### src/rtl/branch_pred_unit_if.sv
// Fetch-lookup and EX-resolve signal bundle for the branch prediction unit.
// The master side drives the fetch PC and the resolving instruction; the
// slave side (the predictor) returns the prediction, next-PC select and
// statistics.
interface branch_pred_unit_if;
  logic [31:0] i_pc_f;
  logic        i_ex_valid;
  logic        i_ex_is_branch;
  logic [31:0] i_ex_pc;
  logic        i_ex_taken;
  logic [31:0] i_ex_target;
  logic        i_ex_pred_taken;
  logic [31:0] i_ex_pred_target;
  logic        o_pred_taken;
  logic [31:0] o_pred_target;
  logic [1:0]  o_pc_sel;
  logic        o_flush;
  logic [15:0] o_br_cnt;
  logic [15:0] o_mis_cnt;

  modport master (
    output i_pc_f, i_ex_valid, i_ex_is_branch, i_ex_pc, i_ex_taken,
           i_ex_target, i_ex_pred_taken, i_ex_pred_target,
    input  o_pred_taken, o_pred_target, o_pc_sel, o_flush, o_br_cnt, o_mis_cnt
  );

  modport slave (
    input  i_pc_f, i_ex_valid, i_ex_is_branch, i_ex_pc, i_ex_taken,
           i_ex_target, i_ex_pred_taken, i_ex_pred_target,
    output o_pred_taken, o_pred_target, o_pc_sel, o_flush, o_br_cnt, o_mis_cnt
  );
endinterface

### src/rtl/branch_pred_unit.sv
// Direct-mapped BTB with per-entry 2-bit saturating direction counters.
// Lookup is combinational on the fetch PC; training happens on the edge at
// which a control-flow instruction resolves in EX. Same-index lookup and
// update in one cycle sees the old contents (no bypass).
module branch_pred_unit #(
  parameter int ENTRIES = 16,
  parameter int IDX_W   = 4
) (
  input logic              i_clk,
  input logic              i_rst_n,
  branch_pred_unit_if.slave bus
);

  localparam int TAG_W = 32 - IDX_W - 2;

  logic             valid_q [ENTRIES];
  logic [TAG_W-1:0] tag_q   [ENTRIES];
  logic [31:0]      tgt_q   [ENTRIES];
  logic [1:0]       ctr_q   [ENTRIES];
  logic [15:0]      br_cnt_q;
  logic [15:0]      mis_cnt_q;

  logic [IDX_W-1:0] f_idx;
  logic [TAG_W-1:0] f_tag;
  logic             f_hit;
  logic [IDX_W-1:0] e_idx;
  logic [TAG_W-1:0] e_tag;
  logic             e_hit;
  logic             mispredict;
  logic             unused_pc_lsbs;

  // Word-aligned PCs: the two low bits never take part in index or tag.
  assign unused_pc_lsbs = ^{bus.i_pc_f[1:0], bus.i_ex_pc[1:0]};

  function automatic logic [1:0] ctr_up(input logic [1:0] c);
    return (c == 2'b11) ? 2'b11 : c + 2'd1;
  endfunction

  function automatic logic [1:0] ctr_down(input logic [1:0] c);
    return (c == 2'b00) ? 2'b00 : c - 2'd1;
  endfunction

  function automatic logic [15:0] sat_inc16(input logic [15:0] v);
    return (v == 16'hFFFF) ? 16'hFFFF : v + 16'd1;
  endfunction

  // Fetch lookup, EX mispredict detection and next-PC select.
  always_comb begin
    f_idx = bus.i_pc_f[IDX_W+1:2];
    f_tag = bus.i_pc_f[31:IDX_W+2];
    e_idx = bus.i_ex_pc[IDX_W+1:2];
    e_tag = bus.i_ex_pc[31:IDX_W+2];
    f_hit = valid_q[f_idx] && (tag_q[f_idx] == f_tag);
    e_hit = valid_q[e_idx] && (tag_q[e_idx] == e_tag);

    bus.o_pred_taken  = f_hit & ctr_q[f_idx][1];
    bus.o_pred_target = f_hit ? tgt_q[f_idx] : 32'h0;

    mispredict = bus.i_ex_valid &
                 ((bus.i_ex_pred_taken != bus.i_ex_taken) |
                  (bus.i_ex_taken & (bus.i_ex_pred_target != bus.i_ex_target)));
    bus.o_flush = mispredict;

    bus.o_pc_sel = 2'd0;
    if (mispredict && bus.i_ex_taken)       bus.o_pc_sel = 2'd2;
    else if (mispredict)                    bus.o_pc_sel = 2'd3;
    else if (bus.o_pred_taken)              bus.o_pc_sel = 2'd1;

    bus.o_br_cnt  = br_cnt_q;
    bus.o_mis_cnt = mis_cnt_q;
  end

  // Table training: jumps always (re)allocate strongly taken; branches train
  // on hit and allocate weakly taken only when a miss turns out taken.
  always_ff @(posedge i_clk) begin
    if (!i_rst_n) begin
      for (int i = 0; i < ENTRIES; i++) begin
        valid_q[i] <= 1'b0;
        tag_q[i]   <= '0;
        tgt_q[i]   <= 32'h0;
        ctr_q[i]   <= 2'b01;
      end
    end else if (bus.i_ex_valid) begin
      if (!bus.i_ex_is_branch) begin
        valid_q[e_idx] <= 1'b1;
        tag_q[e_idx]   <= e_tag;
        tgt_q[e_idx]   <= bus.i_ex_target;
        ctr_q[e_idx]   <= 2'b11;
      end else if (e_hit) begin
        ctr_q[e_idx] <= bus.i_ex_taken ? ctr_up(ctr_q[e_idx]) : ctr_down(ctr_q[e_idx]);
        if (bus.i_ex_taken) tgt_q[e_idx] <= bus.i_ex_target;
      end else if (bus.i_ex_taken) begin
        valid_q[e_idx] <= 1'b1;
        tag_q[e_idx]   <= e_tag;
        tgt_q[e_idx]   <= bus.i_ex_target;
        ctr_q[e_idx]   <= 2'b10;
      end
    end
  end

  // Saturating statistics counters.
  always_ff @(posedge i_clk) begin
    if (!i_rst_n) begin
      br_cnt_q  <= 16'h0;
      mis_cnt_q <= 16'h0;
    end else begin
      if (bus.i_ex_valid) br_cnt_q  <= sat_inc16(br_cnt_q);
      if (mispredict)     mis_cnt_q <= sat_inc16(mis_cnt_q);
    end
  end

endmodule

### src/flat_wrapper.sv
// flat-port wrapper written by rule: the top's interface ports become plain ports
module branch_pred_unit_flat 
#(
  parameter int ENTRIES = 16,
  parameter int IDX_W   = 4
)
  (i_clk, i_rst_n, bus_i_pc_f, bus_i_ex_valid, bus_i_ex_is_branch, bus_i_ex_pc, bus_i_ex_taken, bus_i_ex_target, bus_i_ex_pred_taken, bus_i_ex_pred_target, bus_o_pred_taken, bus_o_pred_target, bus_o_pc_sel, bus_o_flush, bus_o_br_cnt, bus_o_mis_cnt);
  branch_pred_unit_if bus_i ();
  input logic i_clk;
  input logic i_rst_n;
  input wire logic [$bits(bus_i.i_pc_f)-1:0] bus_i_pc_f;
  input wire logic [$bits(bus_i.i_ex_valid)-1:0] bus_i_ex_valid;
  input wire logic [$bits(bus_i.i_ex_is_branch)-1:0] bus_i_ex_is_branch;
  input wire logic [$bits(bus_i.i_ex_pc)-1:0] bus_i_ex_pc;
  input wire logic [$bits(bus_i.i_ex_taken)-1:0] bus_i_ex_taken;
  input wire logic [$bits(bus_i.i_ex_target)-1:0] bus_i_ex_target;
  input wire logic [$bits(bus_i.i_ex_pred_taken)-1:0] bus_i_ex_pred_taken;
  input wire logic [$bits(bus_i.i_ex_pred_target)-1:0] bus_i_ex_pred_target;
  output wire logic [$bits(bus_i.o_pred_taken)-1:0] bus_o_pred_taken;
  output wire logic [$bits(bus_i.o_pred_target)-1:0] bus_o_pred_target;
  output wire logic [$bits(bus_i.o_pc_sel)-1:0] bus_o_pc_sel;
  output wire logic [$bits(bus_i.o_flush)-1:0] bus_o_flush;
  output wire logic [$bits(bus_i.o_br_cnt)-1:0] bus_o_br_cnt;
  output wire logic [$bits(bus_i.o_mis_cnt)-1:0] bus_o_mis_cnt;
  assign bus_i.i_pc_f = bus_i_pc_f;
  assign bus_i.i_ex_valid = bus_i_ex_valid;
  assign bus_i.i_ex_is_branch = bus_i_ex_is_branch;
  assign bus_i.i_ex_pc = bus_i_ex_pc;
  assign bus_i.i_ex_taken = bus_i_ex_taken;
  assign bus_i.i_ex_target = bus_i_ex_target;
  assign bus_i.i_ex_pred_taken = bus_i_ex_pred_taken;
  assign bus_i.i_ex_pred_target = bus_i_ex_pred_target;
  assign bus_o_pred_taken = bus_i.o_pred_taken;
  assign bus_o_pred_target = bus_i.o_pred_target;
  assign bus_o_pc_sel = bus_i.o_pc_sel;
  assign bus_o_flush = bus_i.o_flush;
  assign bus_o_br_cnt = bus_i.o_br_cnt;
  assign bus_o_mis_cnt = bus_i.o_mis_cnt;
  branch_pred_unit #(.ENTRIES(ENTRIES), .IDX_W(IDX_W)) u_core (.i_clk(i_clk), .i_rst_n(i_rst_n), .bus(bus_i));
endmodule
### config.mk
export PLATFORM = sky130hd
export DESIGN_NAME = branch_pred_unit_flat
export DESIGN_NICKNAME = d
export VERILOG_FILES = /design/src/rtl/branch_pred_unit_if.sv /design/src/rtl/branch_pred_unit.sv /design/src/flat_wrapper.sv
export SDC_FILE = /design/constraint.sdc
export NUM_CORES = 2
export LEC_CHECK = 0
export CAP_MARGIN = 15
export CORE_ASPECT_RATIO = 0.9
export CORE_MARGIN = 2
export CORE_UTILIZATION = 32
export DETAILED_ROUTE_END_ITERATION = 8
export PLACE_DENSITY = 0.46
export SLEW_MARGIN = 20
export SYNTH_ARGS = -nofsm -noshare
export SYNTH_HDL_FRONTEND = slang
export SYNTH_SLANG_ARGS = --single-unit
### constraint.sdc
create_clock -name i_clk -period 8.4 [get_ports i_clk]
set_clock_uncertainty 0.1 [all_clocks]
set_input_delay 1.68 -clock i_clk [delete_from_list [all_inputs] [get_ports i_clk]]
set_output_delay 1.68 -clock i_clk [all_outputs]
set_load 0.03 [all_outputs]
# [Word level (Yosys, flattened, before mapping)]
# Memories as Yosys holds them, arrays and structs flattened.
# Cells that the tools add are included.
[op_classes] mux=48 add_sub_neg=4 n_eq_ne=7 reduce_logical=8 bitwise=10
[op_table] op="$mux W32" n=4
[op_table] op="$eq A26 B26 Y1" n=2
[op_table] op="$mux W26" n=2
[op_table] op="$add A16 B1 Y16 const B" n=2
[op_table] op="$eq A16 B16 Y1 const B" n=2
[op_table] op="$mux W16" n=2
[op_table] op="$ne A32 B32 Y1" n=1
[op_table] op="$reduce_or A32 Y1" n=1
[op_table] op="$mux W1" n=28
[op_table] op="$reduce_or A26 Y1" n=1
[op_table] op="$mux W2" n=8
[op_table] op="$mux W4" n=4
[op_table] op="$or A1 B1 Y1" n=7
[op_table] op="$and A1 B1 Y1" n=3
[op_table] op="$logic_and A1 B1 Y1" n=3
[op_table] op="$add A2 B1 Y2 const B" n=1
[op_table] op="$eq A2 B2 Y1 const B" n=1
[op_table] op="$logic_not A2 Y1" n=1
[op_table] op="$reduce_or A2 Y1" n=1
[op_table] op="$sub A2 B1 Y2 const B" n=1
[op_table] op="$ne A1 B1 Y1" n=1
[op_table] op="$reduce_or A1 Y1" n=1
[word_totals] mem_count=4 ram_bits=976 register_bits=32
[memory_table] memory="u_core.tgt_q" depth=16 word_bits=32 rd=1 rd_clocked_by_memory_dff=0 wr=16 line="branch_pred_unit.sv:18" rtl="logic [31:0] tgt_q [ENTRIES];"
[memory_table] memory="u_core.tag_q" depth=16 word_bits=26 rd=2 rd_clocked_by_memory_dff=0 wr=16 line="branch_pred_unit.sv:17" rtl="logic [TAG_W-1:0] tag_q [ENTRIES];"
[memory_table] memory="u_core.ctr_q" depth=16 word_bits=2 rd=2 rd_clocked_by_memory_dff=0 wr=16 line="branch_pred_unit.sv:19" rtl="logic [1:0] ctr_q [ENTRIES];"
[memory_table] memory="u_core.valid_q" depth=16 word_bits=1 rd=2 rd_clocked_by_memory_dff=0 wr=16 line="branch_pred_unit.sv:16" rtl="logic valid_q [ENTRIES];"

# [Longest topological paths before layout]
# An unclocked memory read counts as a cell.
[depth] depth_word=12 ltp_mapped=17

# [Worst setup path before layout]
# No wires, ideal clock.
[synth_timing] path_kind="input to output" from="input port bus_i_pc_f[3]" to="output port bus_o_pc_sel[0]" setup_slack_ns=1.312 path_stages=11 arrival_time_ns=5.308 path_cell_list="buf_2 > buf_2 > buf_1 > clkbuf_1 > mux4_2 > mux4_2 > xnor2_1 > nand3_1 > or4_4 > a211oi_2 > a2bb2oi_2"
[synth_between] elab_chain_cells=7
[synth_rtl] element="start: declaration" line="flat_wrapper.sv:11" rtl="input wire logic [$bits(bus_i.i_pc_f)-1:0] bus_i_pc_f;"
[synth_rtl] element="$mem_v2 Z16 W26"
[synth_rtl] element="$eq A26 B26 Y1" line="branch_pred_unit.sv:53" rtl="f_hit = valid_q[f_idx] && (tag_q[f_idx] == f_tag);"
[synth_rtl] element="$logic_and A1 B1 Y1" line="branch_pred_unit.sv:53"
[synth_rtl] element="$and A1 B1 Y1 *" line="branch_pred_unit.sv:56" rtl="bus.o_pred_taken = f_hit & ctr_q[f_idx][1];"
[synth_rtl] element="named net bus_o_pred_taken" line="flat_wrapper.sv:19" rtl="output wire logic [$bits(bus_i.o_pred_taken)-1:0] bus_o_pred_taken;"
[synth_rtl] element="$mux W1 *" line="branch_pred_unit.sv:67" rtl="else if (bus.o_pred_taken) bus.o_pc_sel = 2'd1;"
[synth_rtl] element="$mux W2 *" line="branch_pred_unit.sv:66" rtl="else if (mispredict) bus.o_pc_sel = 2'd3;"
[synth_rtl] element="$mux W2 *" line="branch_pred_unit.sv:65" rtl="if (mispredict && bus.i_ex_taken) bus.o_pc_sel = 2'd2;"
[synth_rtl] element="end: declaration" line="flat_wrapper.sv:21" rtl="output wire logic [$bits(bus_i.o_pc_sel)-1:0] bus_o_pc_sel;"
# Mark *: on every way through the listed nets, which the timed path passes. The rest lies on a longest branch.

# [Worst setup path after layout]
[layout_timing] from="input port bus_i_pc_f[2]" to="output port bus_o_pred_target[29]"
[layout_between] elab_chain_cells=4
[layout_rtl] element="$mem_v2 Z16 W26"
[layout_rtl] element="$eq A26 B26 Y1" line="branch_pred_unit.sv:53"
[layout_rtl] element="$logic_and A1 B1 Y1" line="branch_pred_unit.sv:53"
[layout_rtl] element="$mux W32 *" line="branch_pred_unit.sv:57" rtl="bus.o_pred_target = f_hit ? tgt_q[f_idx] : 32'h0;"
[layout_rtl] element="end: declaration" line="flat_wrapper.sv:20" rtl="output wire logic [$bits(bus_i.o_pred_target)-1:0] bus_o_pred_target;"
# Every way passes the cells marked *; elsewhere a longest branch is shown, timed or not.

==> results.toml <==
[synthesis]
ys_dominant_reg_cell = "sky130_fd_sc_hd__edfxtp_1"
syn-mean-instance-area_um2 = 14.6
synth_sequential_area_ratio = 0.598
ys_seq_elements = 1008
mappedNetlistNets = 3546
yosys_warnings = 0
yosysUniqueCellTypes = 68
syn-instance-count = 3410
synth-edff-count = 960
synth_area_um2 = 49800
ys_async_sr_fraction = 0

[clock_tree]
post-cts-setup-buffers = 0
tritoncts_num_sinks = 1008
insertion_delay_ns = 0.76
h-tree-depth = 3
cts-buffers-inserted = 114
post_cts_hold_buffer_count = 0
tritoncts_clock_tree = "built"
ctsLongestPathBuffers = 3
clockRootBuffer = "sky130_fd_sc_hd__clkbuf_16"
cts.reportedPaths.clkPinSlew_ns = 0.06
cts-resized-gates = 0

[grt]
number_of_antenna_violations_at_the_first_check_in_global_routing = 5
grt_pass1_vias = 30919
grt_max_degree = 65
grt.total_usage = 0.216
grt_overflow_total = 0
wire_length_of_the_first_global_routing_pass_um = 241000

[cells_and_area]
most_common_library_cell_in_the_layout_ignoring_fill_and_taps = "sky130_fd_sc_hd__edfxtp_1"
most-common-layout-cells = "960 x sky130_fd_sc_hd__edfxtp_1, 516 x sky130_fd_sc_hd__and2_1, 440 x sky130_fd_sc_hd__nor2_1, 361 x sky130_fd_sc_hd__mux4_2, 154 x sky130_fd_sc_hd__clkdlybuf4s50_1"
utilization = 0.377
finalNetCount = 3687
final_layout_size_suffix_gt1_frac = 0.222
area.growth.synth_to_final_pct = 17.2
count_of_non_filler_cells_in_the_finished_layout = 5730

[timing]
finalWorstPathRequiredPeriod_ns = 7.68
final.period_utilization = 0.914
report.final.slew_viol_count = 0
finalSetupViolations = 0
final.hold.worst_slack_ns = 0.369
least_margin_pin_slew_ns = 1.12
grt_setup_unrepaired = "false"
achievable-frequency_mhz = 130
timing.slew.headroom = 0.249
finalHoldViolations = 0
tns_ns = 0

[setup_path]
crit_type = "in -> out"
critical_path.cell_chain = "buf_8 -> buf_12 -> mux4_2 -> mux4_2 -> xnor2_1 -> nand4_1 -> or4_1 -> or4_4 -> buf_4 -> nor2b_1 -> buf_12"
critical_path_peak_fanout = 32
crit_required_ns = 6.62
path_delay_family = "simple AND/OR/NAND/NOR gates"
critPathSlowestCell = "sky130_fd_sc_hd__or4_1"
setup.worst_path.end_class = "output pin"
crit_arrival_ns = 5.90
crit_path_max_incr_delay_ns = 0.60
cp-start-kind = "primary input"
critical_path_buf_inv_count = 4

[job]
drv.max_cap_violation_count = 0

[detailed_routing]
drc = 0
detailedRoute.firstIterationViolations = 3142
first_pass_drt_iterations = 7
routed_wire_length_per_instance_um = 29.9
wl_final_um = 171000
detail_route.vias_per_cell = 5.32
number_of_nets_with_antenna_violations_after_detailed_routing = 0
via_count = 30491

[floorplanning]
fp.dieW_um = 420
std_cell_rows = 137
start_util = 0.322
floorplan.core_area_um2 = 155000
die_h_um = 378
io-pin-count = 202
design.die.area_um2 = 159000

[place]
placed_wire_length_estimate_after_detailed_placement_um = 101000
routabilityCongestion = 0.807
place.detailed.instances = 5518
port_buffers = 197

[outcome]
status = "complete, no violations"

[power_and_ir_drop]
finalPower_mw = 12.0
irDropWorstVdd_mv = 0.167
powerDensity_nw_per_um2 = 206
p_leak_nw = 19.0

[min_path]
hp-class = "reg -> reg"
## worst min-delay path, delay by kind of cell (launching register included)
| kind | cells | cell delay (ns) |
|---|---|---|
| compound gates | 1 | 0.05 |
| flops | 1 | 0.34 |
| simple gates | 1 | 0.05 |
## sequential cells by signal, indices dropped and copies added (netlist names)
register / count
u_core.tgt_q: 512
u_core.tag_q: 416
u_core.ctr_q: 32
u_core.bus.o_br_cnt: 16
u_core.bus.o_mis_cnt: 16
u_core.valid_q: 16
## synthesized netlist by cell type (4+ instances only)
cell type	instances	area, um2
sky130_fd_sc_hd__edfxtp_1	960	28800
sky130_fd_sc_hd__and2_1	517	3230
sky130_fd_sc_hd__nor2_1	456	1710
sky130_fd_sc_hd__mux4_2	361	8130
sky130_fd_sc_hd__clkbuf_1	168	631
sky130_fd_sc_hd__nand2_1	113	424
sky130_fd_sc_hd__mux2i_1	103	1030
sky130_fd_sc_hd__o21ai_0	78	390
sky130_fd_sc_hd__xor2_1	56	490
sky130_fd_sc_hd__buf_2	48	240
sky130_fd_sc_hd__dfxtp_1	48	961
sky130_fd_sc_hd__xnor2_1	46	403
sky130_fd_sc_hd__nor2b_1	43	269
sky130_fd_sc_hd__mux2_2	35	394
sky130_fd_sc_hd__buf_4	32	240
sky130_fd_sc_hd__nor4_1	31	194
sky130_fd_sc_hd__a21oi_1	30	150
sky130_fd_sc_hd__buf_1	28	105
sky130_fd_sc_hd__nand3_1	24	120
sky130_fd_sc_hd__nor3_1	23	115
sky130_fd_sc_hd__a22o_1	20	175
sky130_fd_sc_hd__nand4_1	18	113
sky130_fd_sc_hd__o22ai_1	16	100
sky130_fd_sc_hd__a22oi_1	13	97.6
sky130_fd_sc_hd__and3_1	13	81.3
sky130_fd_sc_hd__buf_6	11	124
sky130_fd_sc_hd__nor2_2	11	68.8
sky130_fd_sc_hd__o21ai_4	10	163
sky130_fd_sc_hd__a221oi_1	9	78.8
sky130_fd_sc_hd__or3_1	9	56.3
sky130_fd_sc_hd__nand2b_1	8	50.1
sky130_fd_sc_hd__o21ai_2	8	70.1
sky130_fd_sc_hd__inv_1	5	18.8
sky130_fd_sc_hd__o211ai_1	5	37.5
sky130_fd_sc_hd__o21a_1	4	30.0
sky130_fd_sc_hd__o21ai_1	4	20.0
sky130_fd_sc_hd__or2_2	4	25.0
## where the power goes
group	total, mW	internal [mW]	switching, mW
Combinational	1.33	0.545	0.789
Sequential	5.88	5.77	0.107
Clock	4.83	2.66	2.17
## through the flow
step	area, um2	setup slack (ns)
global route	58400	0.548
detailed placement	54700	0.695
finish	58400	0.725
floorplan	49800	1.31
CTS	58300	0.698
global placement	54700	0.746
## cell families after synthesis
| logic type | share of synthesized area |
|---|---|
| simple gates | 0.132 |
| flops | 0.598 |
| mux | 0.193 |
| buf+inv | 0.0278 |
| compound gates | 0.0309 |
| xor+xnor | 0.0179 |
| fa+ha+maj | 0.000503 |
## layer usage
metal,up-vias,routed length [um],global-route usage
met5,-,13,0
met4,2,4470,0.0586
met3,203,11600,0.0431
met2,1127,78200,0.330
met1,16033,77100,0.311
li1,13126,-,-
## cell type report
class                   instances  area [um2]
flip-flops and latches       1008       29800
repair buffers                314        3210
clock buffers                 146        3000
multi-input cells            2106       19200
well taps                    2085        2610
fillers                     14485       96400
inverters                       7        26.3
clock inverters                60         556
diodes                          4        10.0
## worst paths after layout
| path | slack (ns) | depth (start not counted) | startpoint | to |
|---|---|---|---|---|
| setup / recovery | 0.72 | 11 | bus_i_pc_f[2] | bus_o_pred_target[29] |
| hold / removal | 0.37 | 2 | u_core.valid_q[6] | u_core.valid_q[6] |
| setup reg to reg | 3.48 | 11 | u_core.tag_q[11][13] | u_core.tag_q[14][23] |
| hold reg to reg | 0.37 | 2 | u_core.valid_q[6] | u_core.valid_q[6] |
No activity file was read; power rests on OpenSTA's default activity.
